==> src/rtl/bcd_digit_encoder.sv <==
// Sequential binary-to-BCD converter (shift-and-add-3). One input bit is consumed per
// SHIFT cycle. bcd_out and over_range only change on the FINISH cycle, so the display never sees partial digits.
module bcd_digit_encoder #(
    parameter int BIN_W    = 12,
    parameter int DIGITS   = 4,
    parameter int SHOW_MAX = 999
) (
    input  logic                  clk,
    input  logic                  rst_n,
    input  logic                  start,
    input  logic [BIN_W-1:0]      bin_in,
    output logic                  busy,
    output logic                  done,
    output logic [DIGITS*4-1:0]   bcd_out,
    output logic                  over_range
);

    localparam int BCD_W = DIGITS * 4;
    localparam int CNT_W = $clog2(BIN_W + 1);
    localparam logic [BIN_W-1:0] SHOW_MAX_B = BIN_W'(SHOW_MAX);

    localparam logic [1:0] IDLE   = 2'd0;
    localparam logic [1:0] SHIFT  = 2'd1;
    localparam logic [1:0] FINISH = 2'd2;

    logic [1:0]       state;
    logic [BIN_W-1:0] shift_q;
    logic [BCD_W-1:0] acc_q;
    logic [BCD_W-1:0] acc_adj;
    logic [CNT_W-1:0] cnt_q;
    logic             ovr_q;

    // Add-3 correction on every nibble >= 5, applied before each shift.
    always_comb begin
        acc_adj = acc_q;
        for (int i = 0; i < DIGITS; i++) begin
            if (acc_q[i*4 +: 4] >= 4'd5) begin
                acc_adj[i*4 +: 4] = acc_q[i*4 +: 4] + 4'd3;
            end
        end
    end

    assign busy = (state != IDLE);

    always_ff @(posedge clk or negedge rst_n) begin
        if (!rst_n) begin
            state      <= IDLE;
            shift_q    <= '0;
            acc_q      <= '0;
            cnt_q      <= '0;
            ovr_q      <= 1'b0;
            done       <= 1'b0;
            bcd_out    <= '0;
            over_range <= 1'b0;
        end else begin
            done <= 1'b0;
            case (state)
                IDLE: begin
                    if (start) begin
                        shift_q <= bin_in;
                        acc_q   <= '0;
                        cnt_q   <= CNT_W'(BIN_W);
                        ovr_q   <= (bin_in > SHOW_MAX_B);
                        state   <= SHIFT;
                    end
                end
                SHIFT: begin
                    {acc_q, shift_q} <= {acc_adj, shift_q} << 1;
                    cnt_q            <= cnt_q - CNT_W'(1);
                    if (cnt_q == CNT_W'(1)) begin
                        state <= FINISH;
                    end
                end
                FINISH: begin
                    bcd_out    <= acc_q;
                    over_range <= ovr_q;
                    done       <= 1'b1;
                    state      <= IDLE;
                end
                default: state <= IDLE;
            endcase
        end
    end

endmodule

==> config.mk <==
export PLATFORM = sky130hd
export DESIGN_NAME = bcd_digit_encoder
export DESIGN_NICKNAME = d
export VERILOG_FILES = /design/src/rtl/bcd_digit_encoder.sv
export SDC_FILE = /design/constraint.sdc
export NUM_CORES = 1
export LEC_CHECK = 0
export ABC_AREA = 0
export CORE_MARGIN = 2
export CORE_UTILIZATION = 55
export CTS_CLUSTER_DIAMETER = 60
export DETAILED_ROUTE_END_ITERATION = 10
export GPL_ROUTABILITY_DRIVEN = 0
export GPL_TIMING_DRIVEN = 0
export HOLD_SLACK_MARGIN = 0.08
export PLACE_DENSITY = 0.8
export SETUP_SLACK_MARGIN = 0.3
export SYNTH_ARGS = -nofsm -noshare
export SYNTH_HDL_FRONTEND = slang
export SYNTH_SLANG_ARGS = --single-unit
==> constraint.sdc <==
create_clock -name clk -period 3.1 [get_ports clk]
set_input_delay 0.465 -clock clk [delete_from_list [all_inputs] [get_ports clk]]
set_output_delay 0.465 -clock clk [all_outputs]
set_load 0.01 [all_outputs]
---- Word-level counts from Yosys, hierarchy flattened ----
Cells that the tools add are included.
storage, ports and cells
  input port bits ......................... 15
  register bits ........................... 53
operators by class
  mux-type cells .......................... 14
  reduce and logical (&&, ||, !) cells .... 6
  eq/ne operators ......................... 5
  order comparisons ....................... 5
  add/sub/neg operators ................... 5
operators with widths
  kind                                                                number
  case mux 16 bit (2 select lines)                                    1
  case mux 12 bit (2 select lines)                                    1
  greater-or-equal comparator 4 x 3 -> 1 bit (second input constant)  4
  two-way mux 16 bit                                                  1
  two-way mux 4 bit                                                   4
  adder 4 x 2 -> 4 bit (second input constant)                        3
  > comparator 12 x 10 -> 1 bit (second input constant)               1
  two-way mux 12 bit                                                  1
  case mux 4 bit (2 select lines)                                     1
  AND reduction 2 bit                                                 3
  == test 4 x 1 -> 1 bit (second input constant)                      1
  two-way mux 2 bit                                                   2
  inequality test 2 bit (second input constant)                       2
  case mux 2 bit (2 select lines)                                     1
  nonzero test 2 bit                                                  2
  subtractor 4 x 1 -> 4 bit (second input constant)                   1
  adder 3 x 2 -> 3 bit (second input constant)                        1
  two-way mux 3 bit                                                   1
  == test 2 x 1 -> 1 bit (second input constant)                      1
  == test 2 bit (second input constant)                               1
  logical NOT 2 bit                                                   1
  two-way mux 1 bit                                                   1

---- Depth between registers and ports, before layout ----
Gate-level depths: netlist (run 1).
  depth after elaboration ................. 3
  mapped depth ............................ 6
  depth with buffers taken out ............ 6

---- Worst setup path before layout (run 1) ----
OpenSTA, ideal clock, no wires.
  path type ............................... input to register
  start point ............................. input port start
  end point ............................... register acc_q[11]
  path buffers ............................ 2
  data required time ...................... 2.978 ns
  library setup time ...................... 0.122 ns
  stages on the path ...................... 6
  slack ................................... 1.577 ns
  data arrival time ....................... 1.401 ns
  cell sequence ........................... or3b_1 > buf_2 > nand2_4 > buf_6 > o31ai_1 > a32o_1
between the ends
  word-level cells in the longest chain between the ends .. 2
ends and longest elaborated chain
  element                                 line  text
  start, declared                         10    input logic start,
  inequality test 2 bit (no source line)  -
  AND reduction 2 bit (no source line)    -
  end signal, assigned                    68    {acc_q, shift_q} <= {acc_adj, shift_q} << 1;
  end, declared                           28    logic [BCD_W-1:0] acc_q;
No other way between the ends.
A chain may end at the register's enable or synchronous reset.

---- Worst setup path after layout (run 1) ----
  start point ............................. register state[0]
  end point ............................... output port busy
between the ends
  word-level cells in the longest chain between the ends .. 1
ends and longest elaborated chain
  element                 line  text
  start, declared         26    logic [1:0] state;
  start signal, assigned  47    state <= IDLE;
  start signal, assigned  64    state <= SHIFT;
  start signal, assigned  71    state <= FINISH;
  nonzero test 2 bit      43    assign busy = (state != IDLE);
  end, declared           12    output logic busy,
No other way between the ends.

==> results.txt, run 1 <==
----------------------------------------------------
[STA]
  Fin crit share ... 64.08%
  Worst clock skew on the final layout ... 0.006687 ns
  Number of endpoints failing setup at the final stage ... 0
  Sum of negative setup slack ... 0 ns
  Min cycle time layout ... 1.987 ns
  Worst setup margin ... 1.113 ns
  Slew Limit Fails ... 0
  Transition time at the pin with the least slew margin ... 0.5150 ns
  Worst slew margin relative to its limit ... 65.67%
  Final Hold Fails ... 0
  Max Freq ... 0.5034 GHz
  Setup repair after global routing missed its margin ... no

[Floorplanning]
  Overall die area ... 4932 um^2
  Die Ht ... 70.23 um
  Effective utilization at floorplan ... 56.18%
  Horizontal die dimension ... 70.23 um
  Core footprint ... 4294 um^2
  Total I/O pin count ... 34
  Site Rows ... 24

[Finish]
  Filler-free cell count of the finished design ... 321
  Share of cells above drive strength 1 ... 10.41%
  Multi-input gate area ... 984.7 um^2
  Count of fill cells added during filler insertion ... 370
  Fin nets ... 293
  Final standard cell area without fillers ... 2909 um^2
  Area growth from synthesis to final layout ... 20.59%
  Area of all sequential standard cells ... 1326 um^2
  Diodes inserted ... 0

[Flow run]
  Max capacitance violation total ... 0

[Placed design]
  Pre-CTS WS ... 0.9857 ns
  Placed cell count ... 313
  Area after DPL ... 2823 um^2
  Half-perimeter wire length of the detailed placement result ... 3229 um
  Port Buf Inserts ... 33

[Yosys]
  Primary FF master, synth ... dfrtp_1
  Netlist cell types ... 32
  Post-Syn Instances ... 227
  Proportion of synthesized chip area in sequential cells ... 54.98%
  Most frequent cell after synthesis ... dfrtp_1
  Average cell area after synthesis ... 10.63 um^2
  Top cells by instance count after synthesis ... 53 x dfrtp_1, 34 x nand2_1, 17 x o21ai_0, 14 x nor2_1, 11 x inv_1
  Post-Synthesis Net Count ... 252
  Post-synthesis instance area ... 2412 um^2
  Synth area leader ... dfrtp_1
  Area contributors post-synth ... dfrtp_1 55%, nand2_1 5.3%, ha_1 5.2%
  Number of enable-type register cells in the synthesized netlist ... 0
  Synth top area share ... 54.98%
  Yosys synthesis warning count ... 0
  Number of flip-flops and latches in the synthesized netlist ... 53
  FFs w/ async S/R, synth ... 100.0%

[Global routing]
  Wire length of the first global-routing pass ... 8245 um
  Vias in the first global route ... 1785
  GRT Residual Overflow ... 0
  Pin count of the biggest net entering global routing ... 35
  Number of antenna violations at the first check in global routing ... 0
  Tot GR Track Use ... 20.96%

[Hold path]
  Worst Hold Class ... in2async

[Setup path]
  Required arrival time at the worst endpoint ... 2.63 ns
  Nature of the critical path endpoint ... output pin
  Arrival time worst endpoint ... 1.52 ns
  WS Path Type ... reg2out
  End of the worst register-to-register path ... shift_q[7]
  Number of cells traversed by the worst register-to-register path ... 4
  Max FO, Critical Path ... 6
  FF-to-FF setup slack ... 1.44 ns
  Kind of start point of the critical path ... flop
  Reg-to-reg startpoint ... state[1]

[Clock tree]
  Root buf cell ... clkbuf_8
  Num CTS Buffers ... 5
  H-tree levels ... 2
  Clock-pin transition on the worst setup and hold timing paths ... 0.09 ns
  CTS tree ... built
  Clock sink count ... 53
  Number of gates resized after CTS ... 0
  Hold-fix buffers at CTS ... 0
  Setup Buffers After CTS ... 0
  Maximum count of clock buffers along a single path ... 2
  Worst-skew pair later-pin latency ... 0.31 ns

[Detailed routing]
  Final wirelength ... 4510 um
  Total number of vias ... 1782
  DRT iter0 DRCs ... 135
  DR DRC count ... 0
  Via count normalized by instance count ... 5.551
  Average detailed-routed wire length per instance ... 14.05 um
  Antenna Violating Nets Remaining ... 0
  Number of optimization iterations in the first detailed-route pass ... 4

[Power and ir drop]
  Post-layout total power ... 2.747 mW
  Leakage power of the design ... 1.325 nW
  Power density over the cells ... 944.4 nW/um^2
  Max IR drop VDD ... 0.0005204 V

[Status]
  Run status ... finished, final reports clean

----------------------------------------------------
## sequential cells by signal, indices dropped and copies added (netlist names)
register,cells
ovr_q,1
over_range,1
done,1
bcd_out,16
state,2
acc_q,16
shift_q,12
cnt_q,4
## report_power, final
part,internal (mW),switching (mW)
combinational,0.594,0.617
sequential,0.972,0.184
clock,0.156,0.224
total,1.72,1.02
## critical path, cell delays in order (launching register included)
cell and delay [ns]:
dfrtp_1 0.43, or2_2 0.31, clkdlybuf4s50_1 0.48
## how the worst max path moves through the flow
| stage | from | to | slack (ns) | cells past startpoint |
|---|---|---|---|---|
| floorplan | start | acc_q[11] | 1.58 | 6 |
| global placement | rst_n | shift_q[3] | 0.04 | 1 |
| detailed placement | start | acc_q[15] | 0.99 | 7 |
| CTS | state[0] | busy | 1.10 | 2 |
| global route | state[0] | busy | 1.07 | 2 |
| finish | state[0] | busy | 1.11 | 2 |
## layout make-up
cell class                 instances  area share, %
inverter                          11          1.419
multi-input combinational        151          33.85
clock inverter                     3         0.6022
sequential                        53          45.59
clock buffer                       5          2.366
tap                               52          2.237
timing repair buffer              34          11.87
buffer                            12          2.065
## routing by layer
layer | track usage [%] | vias to the layer above | part of all wire, %
met4 | 5.769 | 0 | 1.3
met3 | 4.618 | 7 | 4.5
met1 | 28.31 | 862 | 45
met5 | 0 | - | 0
li1 | - | 871 | -
met2 | 34.28 | 42 | 49
## cells in the final DEF (no fill, tap or decap), drive strengths merged, types with 3 or more instances in the layout
| master | instances |
|---|---|
| nand2b | 6 |
| nand2 | 35 |
| a22o | 4 |
| ha | 10 |
| o21ai | 17 |
| mux2i | 4 |
| inv | 11 |
| o31ai | 5 |
| o22ai | 5 |
| xnor2 | 5 |
| clkbuf | 10 |
| mux2 | 9 |
| buf | 9 |
| a32o | 4 |
| a31oi | 10 |
| nor2 | 14 |
| xor2 | 3 |
| a21oi | 5 |
| clkdlybuf4s50 | 32 |
| o32ai | 3 |
| dfrtp | 53 |
## cell families (layout without fill, tap and decap cells)
| kind of cell | after synthesis | in the layout | synth area share, % |
|---|---|---|---|
| xor gates and xnor gates | 8 | 8 | 2.905 |
| adders and majority gates | 10 | 10 | 5.187 |
| buffers and inverters | 23 | 65 | 4.201 |
| AOI/OAI and AO/OA | 53 | 53 | 14.21 |
| DFF | 53 | 53 | 54.98 |
| and+or+nand+nor | 67 | 67 | 12.66 |
| muxes | 13 | 13 | 5.861 |
## per-stage QoR
stage	utilization, %	hold slack (ns)
finish	67.74	0.09592
detailed placement	65.73	0.4490
CTS	67.74	0.1097
global placement	65.38	0.4592
floorplan	-	0.1694
global route	67.74	0.1315
Power figures use the tool's default switching activity.
==> run 2, diff against run 1 <==
- CORE_UTILIZATION: 55 -> 49
- PLACE_DENSITY: 0.8 -> 0.76
- clock period: 3.1 -> 1.7 ns (I/O delays scaled with it)
==> run 2 against run 1 <==
Compared with the run above:
- critical path depth grew 5
- combinational power is 130% higher
- total power is 110% higher
- cell count is 13% higher
- global-route usage is 0.12 points higher
- hold slack improved by 0.34 ns
- sequential power is 88% higher
- non-clock buffer count up 28
- sequential share of layout area is 6.8 points lower
- critical endpoint is now acc_q[11]
- highest routed layer unchanged
==> results.txt, run 2 (same netlist as run 1, synthesis figures left out) <==
----------------------------------------------------
[STA]
  Min Hold Slack ... 0.4359 ns (was 0.09592 ns)
  Setup repair after global routing missed its margin ... yes (was no)
  Number of endpoints failing setup at the final stage ... 0 (unchanged)
  Min cycle time layout ... 1.643 ns
  Slew Limit Fails ... 0 (unchanged)
  Worst setup margin ... 0.05711 ns (was 1.113 ns)
  Final Hold Fails ... 0 (unchanged)
  Max Freq ... 0.6087 GHz
  Transition time at the pin with the least slew margin ... 0.5003 ns (was 0.5150 ns)
  Worst clock skew on the final layout ... 0.007423 ns (was 0.006687 ns)
  Fin crit share ... 96.64%
  Worst slew margin relative to its limit ... 66.64% (was 65.67%)

[Power and ir drop]
  Net Sw Frac ... 37.21% (was 37.29%)
  Leakage power of the design ... 1.623 nW (was 1.325 nW)
  Power share of the sequential group ... 37.1% (was 42.1%)
  Relative contribution of combinational cells to total power ... 47.6% (was 44.1%)
  Max IR drop VDD ... 0.0009678 V (was 0.0005204 V)
  Power density over the cells ... 1720 nW/um^2 (was 944.4 nW/um^2)
  Clock network fraction of design power ... 15.3% (was 13.8%)
  Power spent charging and discharging nets ... 2.190 mW (was 1.024 mW)
  Internal Pwr Total ... 3.695 mW (was 1.723 mW)

[Floorplanning]
  Effective utilization at floorplan ... 51.07% (was 56.18%)
  Overall die area ... 5500 um^2 (was 4932 um^2)
  Core footprint ... 4723 um^2 (was 4294 um^2)
  Die Ht ... 74.17 um (was 70.23 um)
  Horizontal die dimension ... 74.17 um (was 70.23 um)
  Site Rows ... 25 (was 24)
  Total I/O pin count ... 34 (unchanged)

[Finish]
  Most frequent cells in the layout ... 53 x dfrtp_1, 23 x nand2_1, 21 x buf_6 (was 53 x dfrtp_1, 34 x nand2_1, 32 x clkdlybuf4s50_1)
  Area growth from synthesis to final layout ... 41.86% (was 20.59%)
  Share of cells above drive strength 1 ... 32.32% (was 10.41%)
  Multi-input gate area ... 1126 um^2 (was 984.7 um^2)
  Area of all sequential standard cells ... 1326 um^2 (unchanged)
  Final standard cell area without fillers ... 3422 um^2 (was 2909 um^2)
  Biggest regs ... acc_q x16, bcd_out x16, shift_q x12 (unchanged)
  Leading cell type in the layout, fill and taps excluded ... dfrtp_1 (unchanged)
  Count of fill cells added during filler insertion ... 336 (was 370)
  Diodes inserted ... 0 (unchanged)
  Fin nets ... 321 (was 293)

[Clock tree]
  Clock-pin transition on the worst setup and hold timing paths ... 0.10 ns (was 0.09 ns)
  Root buf cell ... clkbuf_8 (unchanged)
  Clock sink count ... 53 (unchanged)
  Maximum count of clock buffers along a single path ... 2 (unchanged)
  CTS tree ... built (unchanged)
  Num CTS Buffers ... 5 (unchanged)
  Worst-skew pair later-pin latency ... 0.31 ns (about the same)
  H-tree levels ... 2 (unchanged)

[Flow run]
  Max capacitance violation total ... 0 (unchanged)

[Global routing]
  Tot GR Track Use ... 21.07% (was 20.96%)
  M2 GR Usage ... 36.81% (was 34.28%)
  Global-route track usage on met3 ... 3.252% (was 4.618%)
  Highest-utilization routing layer at the global route stage ... met2 (unchanged)
  GRT Residual Overflow ... 0 (unchanged)
  Number of antenna violations at the first check in global routing ... 0 (unchanged)
  Wire length of the first global-routing pass ... 8797 um (was 8245 um)
  Pin count of the biggest net entering global routing ... 34 (was 35)
  GRT met1 Usage ... 26.81% (was 28.31%)
  Vias in the first global route ... 1900 (was 1785)

[Setup path]
  Kind of start point of the critical path ... flop (unchanged)
  Cell type with the highest occurrence count on the critical path ... buf_6
  CP cell instances ... buf_6 -> or3b_4 -> buf_6 -> nand2_4 -> buf_6 -> o31ai_1 -> a32o_2 (was or2_2 -> clkdlybuf4s50_1)
  Largest stage delay on the critical path ... 0.42 ns (was 0.48 ns)
  Arrival time worst endpoint ... 1.85 ns (was 1.52 ns)
  Largest delay contributor family on the critical path ... simple AND/OR/NAND/NOR gates (was buffers and inverters)
  Buf/Inv on CP ... 3 (was 1)
  Required arrival time at the worst endpoint ... 1.91 ns (was 2.63 ns)
  Max FO, Critical Path ... 5 (was 6)
  Critical path's slowest cell ... dfrtp_1 (was clkdlybuf4s50_1)
  WS Path Type ... reg2reg (was reg2out)
  Nature of the critical path endpoint ... flop (was output pin)

[Detailed routing]
  Final wirelength ... 5639 um (was 4510 um)
  DR DRC count ... 0 (unchanged)
  Average detailed-routed wire length per instance ... 15.49 um (was 14.05 um)
  DRT iter0 DRCs ... 94 (was 135)
  Number of optimization iterations in the first detailed-route pass ... 4 (unchanged)
  Antenna Violating Nets Remaining ... 0 (unchanged)
  Via count normalized by instance count ... 5.365 (was 5.551)
  Total number of vias ... 1953 (was 1782)

[Hold path]
  Worst Hold Class ... in2async (unchanged)

[Status]
  Run status ... finished, final reports clean (unchanged)

[Placed design]
  Area after DPL ... 2848 um^2 (was 2823 um^2)
  Port Buf Inserts ... 33 (unchanged)
  Pre-CTS WS ... -0.1667 ns (was 0.9857 ns)
  Half-perimeter wire length of the detailed placement result ... 3318 um (was 3229 um)

----------------------------------------------------
==> run 2: cell count changes in the layout (fill, tap and decap cells not counted), sizes merged <==
cell | previous run | this run
dlygate4sd3 | 0 | 1
clkinv | 2 | 0
buf | 9 | 41
clkbuf | 10 | 7
bufinv | 0 | 1
clkdlybuf4s50 | 32 | 13
dlygate4sd2 | 0 | 18
==> run 2: what timing repair did <==
item | in CTS | in global routing
setup endpoints to repair | 54 | 54
buffers inserted | 18 | 8
hold endpoints to repair | 20 | 0
resized for setup | 62 | 51
pin swaps | 15 | 16
hold buffers | 1 | 0
cloned | 0 | 1
==> run 2: cell type report <==
cell class	instances	area share (%)
clock buffer	6	2.413
inverter	11	1.207
tap	67	2.450
timing repair buffer	62	17.29
sequential	53	38.76
buffer	12	3.876
clock inverter	2	1.097
multi-input combinational	151	32.91
==> run 2: final timing paths <==
path / start / endpoint / slack, ns / depth (start not counted)
worst min-delay path: rst_n / bcd_out[15] / 0.44 / 2
max in group asynchronous: rst_n / acc_q[5] / 0.72 / 3
min in group clk: bin_in[0] / shift_q[0] / 0.47 / 3
worst min register to register: bcd_out[1] / bcd_out[1] / 0.48 / 2
worst max register to register: state[0] / acc_q[11] / 0.06 / 7
worst max-delay path: state[0] / acc_q[11] / 0.06 / 7
==> run 2: power by group through the flow <==
stage | clock (mW) | sequential, mW | combinational (mW)
after global routing | 0.960 | 2.25 | 3.07
after detailed placement | 0 | 2.14 | 2.22
after floorplan | 0 | 2.13 | 1.47
final | 0.903 | 2.18 | 2.80
after global placement | 0 | 2.12 | 2.14
after CTS | 0.902 | 2.14 | 2.51
==> run 2: per-layer routing <==
metal | part of all wire (%) | wire [um] | up-vias
met5 | 0 | 0 | -
met3 | 3.9 | 219 | 11
li1 | - | - | 934
met2 | 53 | 2972 | 49
met1 | 42 | 2344 | 959
met4 | 1.8 | 102 | 0
==> run 2: metrics by stage <==
step                utilization (%)  instances  setup TNS [ns]  power, mW
detailed placement            60.29        328          -1.601      4.358
floorplan                         -        227               0      3.599
global placement              59.97        327          -64.09      4.261
CTS                           68.08        355               0      5.555
global route                  72.45        364       -0.001917      6.288
finish                        72.45        364               0      5.885
==> run 3, diff against run 2 <==
- GPL_ROUTABILITY_DRIVEN: 0 -> default
- REMOVE_ABC_BUFFERS: default -> 1
==> run 3 against run 2 <==
Compared with the run above:
- cell count fell by 4.1%
- sequential power barely moved
- maximum frequency rose by 7.4%
- hold slack got worse by 0.049 ns
- sequential share of layout area rose by 2.5 points
- register-to-register slack improved by 0.11 ns
- critical endpoint is now acc_q[7]
- largest power group unchanged
==> results.txt, run 3 (same netlist as run 1, synthesis figures left out) <==
----------------------------------------------------
[Floorplanning]
  Site Rows ... 25 (unchanged)
  Total I/O pin count ... 34 (unchanged)
  Core footprint ... 4723 um^2 (unchanged)
  Overall die area ... 5500 um^2 (unchanged)
  Die Ht ... 74.17 um (unchanged)
  Effective utilization at floorplan ... 51.07% (unchanged)
  Horizontal die dimension ... 74.17 um (unchanged)

[Global routing]
  GRT Residual Overflow ... 0 (unchanged)
  Pin count of the biggest net entering global routing ... 41 (was 34)
  Tot GR Track Use ... 19.15% (was 21.07%)
  Number of antenna violations at the first check in global routing ... 0 (unchanged)
  Wire length of the first global-routing pass ... 8038 um (was 8797 um)
  Vias in the first global route ... 1789 (was 1900)

[STA]
  Transition time at the pin with the least slew margin ... 0.4783 ns (was 0.5003 ns)
  Max Freq ... 0.6536 GHz (was 0.6087 GHz)
  Fin crit share ... 90.00% (was 96.64%)
  Min cycle time layout ... 1.530 ns (was 1.643 ns)
  Worst slew margin relative to its limit ... 68.12% (was 66.64%)
  Setup repair after global routing missed its margin ... yes (unchanged)
  Number of endpoints failing setup at the final stage ... 0 (unchanged)
  Worst clock skew on the final layout ... 0.006731 ns (was 0.007423 ns)
  Final Hold Fails ... 0 (unchanged)
  Slew Limit Fails ... 0 (unchanged)

[Power and ir drop]
  Internal Pwr Total ... 3.415 mW (was 3.695 mW)
  Power density over the cells ... 1721 nW/um^2 (was 1720 nW/um^2)
  Leakage power of the design ... 1.508 nW (was 1.623 nW)
  Net Sw Frac ... 38.27% (was 37.21%)
  Clock network fraction of design power ... 12.5% (was 15.3%)
  Max IR drop VDD ... 0.0006495 V (was 0.0009678 V)
  Power spent charging and discharging nets ... 2.117 mW (was 2.190 mW)
  Relative contribution of combinational cells to total power ... 48.7% (was 47.6%)
  Power share of the sequential group ... 38.8% (was 37.1%)

[Finish]
  Leading cell type in the layout, fill and taps excluded ... dfrtp_1 (unchanged)
  Core Util, Final ... 68.05% (was 72.45%)
  Fin nets ... 306 (was 321)
  Diodes inserted ... 0 (unchanged)
  Biggest regs ... acc_q x16, bcd_out x16, shift_q x12 (unchanged)
  Final standard cell area without fillers ... 3214 um^2 (was 3422 um^2)
  Most frequent cells in the layout ... 52 x dfrtp_1, 34 x nand2_1, 18 x dlygate4sd2_1 (was 53 x dfrtp_1, 23 x nand2_1, 21 x buf_6)
  Area growth from synthesis to final layout ... 33.25% (was 41.86%)
  Share of cells above drive strength 1 ... 26.24% (was 32.32%)

[Detailed routing]
  Number of optimization iterations in the first detailed-route pass ... 4 (unchanged)
  DR DRC count ... 0 (unchanged)
  Final wirelength ... 5081 um (was 5639 um)
  DRT iter0 DRCs ... 72 (was 94)
  Antenna Violating Nets Remaining ... 0 (unchanged)
  Total number of vias ... 1842 (was 1953)
  Average detailed-routed wire length per instance ... 14.56 um (was 15.49 um)
  Via count normalized by instance count ... 5.278 (was 5.365)

[Setup path]
  Kind of start point of the critical path ... flop (unchanged)
  Arrival time worst endpoint ... 1.74 ns (was 1.85 ns)
  Reg-to-reg startpoint ... state[1] (was state[0])
  Max FO, Critical Path ... 5 (unchanged)
  FF-to-FF setup slack ... 0.17 ns (was 0.06 ns)
  Largest stage delay on the critical path ... 0.45 ns (was 0.42 ns)
  WS Path Type ... reg2reg (unchanged)
  Required arrival time at the worst endpoint ... 1.91 ns (about the same)
  Critical path's slowest cell ... or3b_4 (was dfrtp_1)
  Nature of the critical path endpoint ... flop (unchanged)
  Worst setup path start ... state[1] (was state[0])
  End of the worst register-to-register path ... acc_q[7] (was acc_q[11])
  CP cell instances ... buf_6 -> or3b_4 -> nand2_8 -> o31ai_1 -> a32o_1 (was buf_6 -> or3b_4 -> buf_6 -> nand2_4 -> buf_6 -> o31ai_1 -> a32o_2)
  Number of cells traversed by the worst register-to-register path ... 5 (was 7)

[Clock tree]
  CTS tree ... built (unchanged)
  Num CTS Buffers ... 5 (unchanged)
  Root buf cell ... clkbuf_8 (unchanged)
  Clock-pin transition on the worst setup and hold timing paths ... 0.09 ns (was 0.10 ns)
  Maximum count of clock buffers along a single path ... 2 (unchanged)
  Worst-skew pair later-pin latency ... 0.31 ns (about the same)
  H-tree levels ... 2 (unchanged)
  Clock sink count ... 53 (unchanged)

[Placed design]
  Half-perimeter wire length of the detailed placement result ... 2920 um (was 3318 um)
  Port Buf Inserts ... 33 (unchanged)
  Final weighted congestion of routability-driven global placement ... 0.7212
  Area after DPL ... 2786 um^2 (was 2848 um^2)

[Flow run]
  Max capacitance violation total ... 0 (unchanged)

[Status]
  Run status ... finished, final reports clean (unchanged)

[Hold path]
  Worst Hold Class ... in2async (unchanged)

----------------------------------------------------
## run 3: cell types whose count changed in the layout (fill, tap and decap cells not counted), sizes merged
| cell | delta |
|---|---|
| buf | -16 |
| clkinv | +2 |
| nand2 | +1 |
| bufinv | -1 |
| nand2b | +1 |
| clkbuf | -1 |
| clkinvlp | -1 |
## run 3: critical path: cells and delay by family, from the launching register on
family                 cells  cell delay (ns)
AOI/OAI and AO/OA          2             0.29
buffers and inverters      1             0.14
DFF                        1             0.44
and+or+nand+nor            2             0.56
## run 3: metal layers
layer  share of wire (%)  wire length, um  GRT usage, %  up-vias
met5                   0                0             0        -
met4                 1.5               75         5.455        0
met3                 3.3              167         4.472        8
met2                  52             2620         32.64       32
met1                  44             2218         24.53      908
li1                    -                -             -      894
## run 3: power groups by stage
stage	logic (mW)	registers (mW)	clock network, mW
final	2.69	2.15	0.692
after global routing	2.98	2.22	0.746
after CTS	2.42	2.14	0.708
after detailed placement	2.12	2.14	0
after global placement	2.03	2.11	0
after floorplan	1.40	2.13	0
## run 3: layout make-up
cell class	instances	area, um^2
Clock buffer	6	72.57
Fill cell	375	1509
Clock inverter	2	10.01
Timing Repair Buffer	57	531.8
Tap cell	67	83.83
Sequential cell	53	1328
Inverter	11	41.29
Multi-Input combinational cell	153	1147
## run 3: repair_timing
item / 4_1_cts / 5_1_grt
hold buffers: 1 / 0
gates cloned: 1 / 1
endpoints found under the hold margin: 15 / 0
pin swaps: 6 / 7
setup buffers: 15 / 6
endpoints found under the setup margin: 72 / 33
resized for setup: 57 / 13
## run 3: worst max path at each step
stage          depth (start not counted)  slack (ns)    endpoint
2_1_floorplan                          3       -0.08   acc_q[10]
3_3_place_gp                           1       -1.18  shift_q[0]
3_5_place_dp                           4       -0.47   acc_q[15]
4_1_cts                                5        0.17    acc_q[3]
5_1_grt                                5        0.13    acc_q[7]
6_report                               5        0.17    acc_q[7]
## run 3: stage by stage
step	worst slack, ns	setup TNS (ns)	power (mW)	std cells	hold WS (ns)
2_1_floorplan	-0.08191	-0.6202	3.526	215	-0.04059
3_3_place_gp	-1.179	-79.80	4.144	315	0.4606
3_5_place_dp	-0.4730	-8.815	4.254	317	0.1922
4_1_cts	0.1654	0	5.268	342	0.3829
5_1_grt	0.1267	0	5.942	349	0.4278
6_report	0.1701	0	5.533	349	0.3871
